===== src/rtl/fifo_wr_arbiter.sv =====
// -----------------------------------------------------------------------------
// fifo_wr_arbiter
//   Round-robin arbiter that merges NUM_REQ burst write streams onto one FIFO
//   write port. A requester holds the port from its grant until it sends a
//   beat marked last or until MAX_BURST beats have transferred. One IDLE cycle
//   always separates consecutive grants.
//
// Ports
//   clk             : single clock, rising edge
//   rst             : asynchronous, active-high reset
//   req_data_in     : requester data, requester i at [i*DATA_WIDTH +: DATA_WIDTH]
//   req_valid_in    : per-requester valid
//   req_last_in     : per-requester last-beat marker
//   req_ready_out   : per-requester ready (only the granted one can be high)
//   fifo_data_out   : data to FIFO write side (zero when idle)
//   fifo_valid_out  : write valid to FIFO
//   fifo_ready_in   : FIFO not full
//   grant_out       : one-hot current grant, zero when idle
//   busy_out        : high while a grant is active
//   grant_count_out : (FIFO_ARB_STATS_EN only) per-requester 16-bit count of
//                     completed grants, requester i at [i*16 +: 16], wrapping
//
// Build option
//   FIFO_ARB_STATS_EN : adds grant_count_out and the per-requester counters.
// -----------------------------------------------------------------------------
module fifo_wr_arbiter #(
   parameter int NUM_REQ    = 4,
   parameter int DATA_WIDTH = 32,
   parameter int MAX_BURST  = 8
) (
   input  logic                          clk,
   input  logic                          rst,
   input  logic [NUM_REQ*DATA_WIDTH-1:0] req_data_in,
   input  logic [NUM_REQ-1:0]            req_valid_in,
   input  logic [NUM_REQ-1:0]            req_last_in,
   output logic [NUM_REQ-1:0]            req_ready_out,
   output logic [DATA_WIDTH-1:0]         fifo_data_out,
   output logic                          fifo_valid_out,
   input  logic                          fifo_ready_in,
   output logic [NUM_REQ-1:0]            grant_out,
`ifdef FIFO_ARB_STATS_EN
   output logic [NUM_REQ*16-1:0]         grant_count_out,
`endif
   output logic                          busy_out
);

   localparam int IDX_W = (NUM_REQ > 1) ? $clog2(NUM_REQ) : 1;

   typedef enum logic {S_IDLE = 1'b0, S_GRANT = 1'b1} state_t;

   state_t           r_state;
   state_t           w_state_nxt;
   logic [IDX_W-1:0] r_grant_idx;
   logic [IDX_W-1:0] r_last_grant;
   logic [7:0]       r_count;

   logic             w_pick_found;
   logic [IDX_W-1:0] w_pick_idx;
   logic [IDX_W-1:0] w_cand;
   logic             w_gvalid;
   logic             w_glast;
   logic             w_beat;
   logic             w_end;

   // Round-robin search: start one past the last grant and take the first
   // valid requester, wrapping around the requester list.
   always_comb begin
      w_pick_found = 1'b0;
      w_pick_idx   = '0;
      w_cand       = '0;
      for (int k = 1; k <= NUM_REQ; k++) begin
         w_cand = IDX_W'((32'(r_last_grant) + 32'(k)) % NUM_REQ);
         if (!w_pick_found && req_valid_in[w_cand]) begin
            w_pick_found = 1'b1;
            w_pick_idx   = w_cand;
         end
      end
   end

   assign w_gvalid = req_valid_in[r_grant_idx];
   assign w_glast  = req_last_in[r_grant_idx];

   // Only beats that actually move count toward the burst limit.
   assign w_beat = (r_state == S_GRANT) && w_gvalid && fifo_ready_in;
   assign w_end  = w_beat && (w_glast || ((r_count + 8'd1) == 8'(MAX_BURST)));

   // ---------------- state register ----------------
   always_ff @(posedge clk or posedge rst) begin
      if (rst) r_state <= S_IDLE;
      else     r_state <= w_state_nxt;
   end

   // ---------------- next-state logic ----------------
   always_comb begin
      w_state_nxt = r_state;
      if (r_state == S_IDLE) begin
         if (w_pick_found) w_state_nxt = S_GRANT;
      end else begin
         if (w_end) w_state_nxt = S_IDLE;
      end
   end

   // ---------------- grant / counter datapath ----------------
   always_ff @(posedge clk or posedge rst) begin
      if (rst) begin
         r_grant_idx  <= '0;
         r_last_grant <= IDX_W'(NUM_REQ - 1);
         r_count      <= 8'd0;
      end else begin
         if (r_state == S_IDLE && w_pick_found)
            r_grant_idx <= w_pick_idx;
         if (w_end) begin
            r_last_grant <= r_grant_idx;
            r_count      <= 8'd0;
         end else if (w_beat) begin
            r_count <= r_count + 8'd1;
         end
      end
   end

   // ---------------- outputs ----------------
   // Combinational from the registered grant so data/valid/ready pass
   // through with no added latency; everything is zero outside GRANT.
   always_comb begin
      fifo_data_out  = '0;
      fifo_valid_out = 1'b0;
      req_ready_out  = '0;
      grant_out      = '0;
      busy_out       = 1'b0;
      if (r_state == S_GRANT) begin
         busy_out       = 1'b1;
         fifo_valid_out = w_gvalid;
         for (int i = 0; i < NUM_REQ; i++) begin
            if (IDX_W'(i) == r_grant_idx) begin
               grant_out[i]     = 1'b1;
               req_ready_out[i] = fifo_ready_in;
               fifo_data_out    = req_data_in[i*DATA_WIDTH +: DATA_WIDTH];
            end
         end
      end
   end

`ifdef FIFO_ARB_STATS_EN
   logic [15:0] r_gcnt [NUM_REQ];

   always_ff @(posedge clk or posedge rst) begin
      if (rst) begin
         for (int i = 0; i < NUM_REQ; i++) r_gcnt[i] <= 16'd0;
      end else if (w_end) begin
         for (int i = 0; i < NUM_REQ; i++)
            if (IDX_W'(i) == r_grant_idx) r_gcnt[i] <= r_gcnt[i] + 16'd1;
      end
   end

   for (genvar gi = 0; gi < NUM_REQ; gi++) begin : g_cnt_out
      assign grant_count_out[gi*16 +: 16] = r_gcnt[gi];
   end
`endif

endmodule


===== config.mk =====
export PLATFORM = sky130hd
export DESIGN_NAME = fifo_wr_arbiter
export DESIGN_NICKNAME = d
export VERILOG_FILES = /design/src/rtl/fifo_wr_arbiter.sv
export SDC_FILE = /design/constraint.sdc
export NUM_CORES = 1
export LEC_CHECK = 0
export CAP_MARGIN = 40
export CORE_MARGIN = 5
export CORE_UTILIZATION = 27
export DETAILED_ROUTE_END_ITERATION = 10
export PLACE_DENSITY_LB_ADDON = 0.1
export SYNTH_ARGS = -nofsm -noshare
export SYNTH_HDL_FRONTEND = slang
export SYNTH_SLANG_ARGS = --single-unit
export TNS_END_PERCENT = 30

===== constraint.sdc =====
create_clock -name clk -period 1.7 [get_ports clk]
set_input_delay 0.255 -clock clk [delete_from_list [all_inputs] [get_ports clk]]
set_output_delay 0.255 -clock clk [all_outputs]
set_load 0.01 [all_outputs]

==> flow_metrics.tcl, run 1 <==
set metrics [dict create \
    totalWireLength_mm 9.06 \
    rsz0062_at_grt "true" \
    ff2ff_path_depth 6 \
    ant_nets 0 \
    hold_class "in2async" \
    final_cell_mix "139 x clkdlybuf4s50_1, 34 x mux4_2, 25 x buf_6" \
    power_density_mw_per_mm2 1370 \
    fin_crit_sh_pct 120 \
    maxSlewViolCount 0 \
    synth.area.top_cells "mux4_2 42%, dfrtp_1 15%, and2_1 12%, dfstp_2 2.9%, nand2_1 2.3%" \
    gp_congestion 0.801 \
    topRoutingLayerUsed "met4" \
    setup_ws_ps -336 \
    crit_end "fifo_data_out[13]" \
    drt-initial-drc-count 49 \
    internal_power_mw 3.60 \
    drc 0 \
    die-width_um 92.1 \
    skew_ps 6.43 \
    dpl_cell_area_sq_mm 0.00387 \
    vias 2263 \
    cellLeakagePower_nw 1.71 \
    stdcell_count 449 \
    grt_pass1_wl_mm 14.0 \
    outcome "finished, violations left" \
    failed_checks "setup timing" \
    die_area_sq_mm 0.00847 \
    io_buffers 180 \
    drv_cap 0 \
    clk_latency_ps 250 \
    crit_type "reg2out" \
    fin_crit_ps 2040 \
    yosysSeqAreaShare_pct 18.0 \
    ir_worst_vdd_v 0.000758 \
    clkTransAtPathRegs_ps 60 \
    wl_met2_mm 4.72 \
    nFillCells 543 \
    reg2reg_to "r_count[5]" \
    syn2layout_area_growth_pct 130 \
    die_y_um 92.1 \
    critPathLaunch "r_grant_idx[0]" \
    setup_viol_count_final 44 \
    reg2reg_slack_ps -240 \
    ys_warn_count 0 \
    post_drt_wl_per_cell_um 20.2 \
    htree_levels 1 \
    swShare_pct 37.2 \
    reg2reg_from "r_grant_idx[0]" \
    grt_use_total_pct 21.2 \
    start_util_pct 27.2 \
    final_cell_area_sq_mm 0.00418 \
    drive_gt1_share_pct 42.5 \
    synthArstFlopShare_pct 100 \
    numCtsBuffers 3 \
    hold_viol_final 0 \
    synth_edf_count 0 \
    synth_cell_type_count 33 \
    antenna_found_initial 0 \
    netlist.area_leader.share_pct 42.1 \
    routed-wl-met3_um 676 \
    pin_count 181 \
    power.switching_mw 2.14 \
    syn_area_sq_mm 0.00182 \
    final_common_cell "clkdlybuf4s50_1" \
    firstDrtPassIters 4 \
    synth_cells 171 \
    placed_cells_incl_taps 437 \
    grt_pass1_vias 2401 \
    worst_setup_path_end_kind "primary output" \
    ys_ff_latch 13 \
    cts_tree "built" \
    clk_path_buf_depth 2 \
    fin_nets 510 \
    worst_ep_required_time_ps 1440 \
    finish.utilization_pct 62.6 \
    worst_pin_slew_ps 501 \
    diodes 0 \
    slew_headroom_pct 66.6 \
    hold_slack_ps 329 \
    gr-total-overflow 0 \
    start_kind "register" \
    hpwlAfterDp_mm 7.17 \
    critical_path.max_fanout 6 \
    fp-row-count 30 \
    combPwrFrac_pct 84.5 \
    worst_ep_arrival_time_ps 1780 \
    seq_power_share_pct 10.6 \
    routed_via_density 5.04 \
    synth_fp_nets 311 \
    fmax_mhz 491 \
    syn_area_per_cell_sq_um 10.6 \
    power.share.clock_pct 4.9 \
    power.total_mw 5.74 \
    cts-root-buf "clkbuf_8" \
    drt-met1-wl_mm 3.51 \
    core_sq_mm 0.00668 \
    synth_flop_cell "dfrtp_1" \
    synth_top_area_cell "mux4_2" \
    cts.sinks 13 \
    grt_max_degree 34 \
]
## sequential cells by signal, summed over array words and instances, names as in the netlist
| register | flops |
|---|---|
| r_grant_idx | 2 |
| r_count | 8 |
| r_state | 1 |
| r_last_grant | 2 |
## how the worst min path moves through the flow
stage | end | slack (ps) | depth (start not counted)
floorplan | r_count[0] | 130 | 1
global placement | r_count[7] | 480 | 1
detailed placement | r_count[7] | 480 | 1
CTS | r_count[0] | 340 | 2
global route | r_state | 390 | 2
finish | r_count[4] | 330 | 2
## final cells by class
type                       instances  area, sq um  share of cell area (%)
tap                               80          100                    2.39
timing repair buffer             209         2100                    50.2
clock buffer                       4         45.0                    1.08
sequential                        13          330                    7.90
multi-input combinational        136         1580                    37.8
inverter                           7         26.3                   0.629
## repair_timing
action | 4_1_cts | 5_1_grt
cloned | 2 | 0
setup endpoints to repair | 51 | 50
resized for setup | 198 | 49
hold buffers | 0 | 0
endpoints found under the hold margin | 0 | 0
pin swaps | 35 | 10
setup buffers | 7 | 0
## power by group through the flow
stage          clock network (mW)  registers (mW)  logic [mW]
2_1_floorplan                   0           0.531        2.20
3_3_place_gp                    0           0.603        4.19
3_5_place_dp                    0           0.606        4.21
4_1_cts                     0.288           0.599        4.45
5_1_grt                     0.309           0.632        5.19
6_report                    0.280           0.610        4.85
## synthesized netlist by cell type (2+ instances only)
cell,number
o22ai_1,2
nand3_1,3
buf_2,5
mux2_2,3
inv_1,7
a21oi_1,6
o31ai_1,3
nand2b_1,2
nand2_1,11
nor3_1,4
nand3b_1,2
a31oi_1,2
dfrtp_1,11
nor3b_1,3
or3_1,2
mux4_2,34
dfstp_2,2
a21o_1,4
clkbuf_1,8
and2_1,34
o21ai_0,5
nor2_1,7
## critical path: stages, from the launching register on
cell	delay (ps)
dfrtp_2	410
buf_12	130
buf_12	110
buf_12	120
mux4_2	490
and2_1	140
buf_2	130
## metal layers
layer	vias to the layer above	track usage, %
met2	95	38.0
met4	0	4.95
li1	1057	-
met3	13	5.17
met1	1098	25.6
met5	-	0
## cells by family (layout without fill, tap and decap cells)
logic type / Yosys count / in the layout / synth area share [%]
fa+ha+maj: 1 / 1 / 0.688
mux: 37 / 37 / 44.0
compound gates: 26 / 26 / 9.22
simple gates: 72 / 72 / 22.8
flops: 13 / 13 / 18.0
buf+inv: 22 / 220 / 5.30
## through the flow
step | setup WS (ps) | TNS, ps
after floorplan | -42.7 | -42.7
after global placement | -367 | -12900
after detailed placement | -364 | -13410
after CTS | -332 | -11340
after global routing | -399 | -12370
final | -336 | -10020
(Power assumes the default switching activity.)
==> inputs of run 2 (changes only) <==
- CORE_ASPECT_RATIO: not set -> 1.1
==> run 2 against run 1 <==
The flow still finishes with violations (setup timing). Sequential power fell by 0.7%. Clock skew hardly changed. Sequential cell count stayed put. Largest cell class unchanged.
==> flow_metrics.tcl, run 2 (same netlist as run 1, synthesis figures left out) <==
set metrics [dict create \
    cts.sinks 13 \
    worst_pin_slew_ps 523 \
    grt_use_total_pct 18.8 \
    clkTransAtPathRegs_ps 60 \
    cpPeakStageDelay_ps 470 \
    drc 0 \
    final_cell_mix "138 x clkdlybuf4s50_1, 34 x mux4_2, 25 x buf_2, 25 x buf_6, 19 x and2_4" \
    multi_input_area_sq_mm 0.00153 \
    setup_viol_count_final 44 \
    post_drt_wl_per_cell_um 19.2 \
    hold_class "in2async" \
    setup_ws_ps -285 \
    gr-total-overflow 0 \
    core_sq_mm 0.00656 \
    timing.critical_path.buf_inv 4 \
    rsz0062_at_grt "true" \
    htree_levels 1 \
    die_area_sq_mm 0.00848 \
    grt_pass1_vias 2302 \
    finish.utilization_pct 63.7 \
    maxSlewViolCount 0 \
    die-width_um 88.2 \
    post-place-ws_ps -356 \
    crit_type "reg2out" \
    failed_checks "setup timing" \
    cts_hold_buffers 0 \
    fin_nets 515 \
    syn2layout_area_growth_pct 130 \
    outcome "finished, violations left" \
    cellLeakagePower_nw 1.73 \
    diodes 0 \
    start_kind "register" \
    grt_max_degree 26 \
    cts_tree "built" \
    ant_nets 0 \
    largest_reg_flops 8 \
    nFillCells 563 \
    cts-root-buf "clkbuf_8" \
    totalWireLength_mm 8.75 \
    fp-row-count 31 \
    hpwlAfterDp_mm 6.99 \
    worstPathCellList "buf_6 -> buf_12 -> buf_6 -> mux4_2 -> and2_4 -> buf_6" \
    die_y_um 96.1 \
    grt_pass1_wl_mm 12.3 \
    hold_viol_final 0 \
    ir_worst_vdd_v 0.000696 \
    antenna_found_initial 0 \
    numCtsBuffers 3 \
    worst_ep_arrival_time_ps 1730 \
    top_register "r_count" \
    critical_path.max_fanout 6 \
    largestRegisters "r_count: 8 flops, r_grant_idx: 2 flops, r_last_grant: 2 flops" \
    fin_crit_ps 1980 \
    vias 2315 \
    crit_slowest_cell "mux4_2" \
    power_density_mw_per_mm2 1360 \
    io_buffers 180 \
    drive_gt1_share_pct 41.4 \
    routed_via_density 5.08 \
    pin_count 181 \
    critical_path.top_delay_family "buffers and inverters" \
    drt-initial-drc-count 63 \
    fin_crit_sh_pct 117 \
    fmax_mhz 504 \
    worst_setup_path_end_kind "primary output" \
    start_util_pct 27.7 \
    firstDrtPassIters 5 \
    cp_common_cell "buf_6" \
    regArea_sq_um 332 \
    final_common_cell "clkdlybuf4s50_1" \
    gp_congestion 0.811 \
    drv_cap 0 \
    clk_latency_ps 240 \
    slew_headroom_pct 65.1 \
    worst_ep_required_time_ps 1440 \
    clk_path_buf_depth 2 \
    skew_ps 6.82 \
]
[run 2: where the power goes]
group / internal [mW] / leakage [nW] / switching, mW / total [mW]
clock: 0.165 / 0.0228 / 0.112 / 0.278
combinational: 2.97 / 1.56 / 1.80 / 4.78
sequential: 0.446 / 0.150 / 0.160 / 0.606
[run 2: per-layer routing]
metal	up-vias	wire (um)	GRT usage (%)	share of wire [%]
met5	-	0	0	0
met3	10	865	5.57	9.9
met1	1135	3130	21.4	36
met4	0	130	4.16	1.5
met2	110	4630	34.5	53
li1	1060	-	-	-
[run 2: worst paths after layout]
check | startpoint | endpoint | slack [ps] | cells past startpoint
hold reg to reg | r_count[7] | r_count[7] | 550 | 1
max in group asynchronous | rst | r_grant_idx[0] | 970 | 2
min in group clk | r_count[7] | r_count[7] | 550 | 1
setup / recovery | r_grant_idx[0] | fifo_data_out[3] | -280 | 6
hold / removal | rst | r_count[4] | 340 | 2
setup reg to reg | r_grant_idx[0] | r_last_grant[1] | -280 | 7
[run 2: cell type report]
class                      count  share of cell area, %
multi-input combinational    136                   36.7
timing repair buffer         214                   51.2
tap                           82                   2.46
inverter                       7                  0.629
clock buffer                   4                   1.08
sequential                    13                   7.94
[run 2: metrics by stage]
| stage | TNS (ps) | instances | hold slack [ps] | area (sq um) | total power, mW |
|---|---|---|---|---|---|
| floorplan | -42.7 | 171 | 131 | 1820 | 2.73 |
| global placement | -12380 | 437 | 487 | 3870 | 4.78 |
| detailed placement | -13010 | 437 | 506 | 3870 | 4.81 |
| CTS | -12100 | 453 | 363 | 4000 | 5.26 |
| global route | -12620 | 456 | 392 | 4180 | 6.05 |
| finish | -9150 | 456 | 344 | 4180 | 5.66 |
[run 2: what timing repair did]
item | 4_1_cts | 5_1_grt
setup buffers | 10 | 5
setup endpoints to repair | 53 | 53
cloned | 2 | 0
gates resized for setup | 206 | 40
pin swaps | 43 | 6
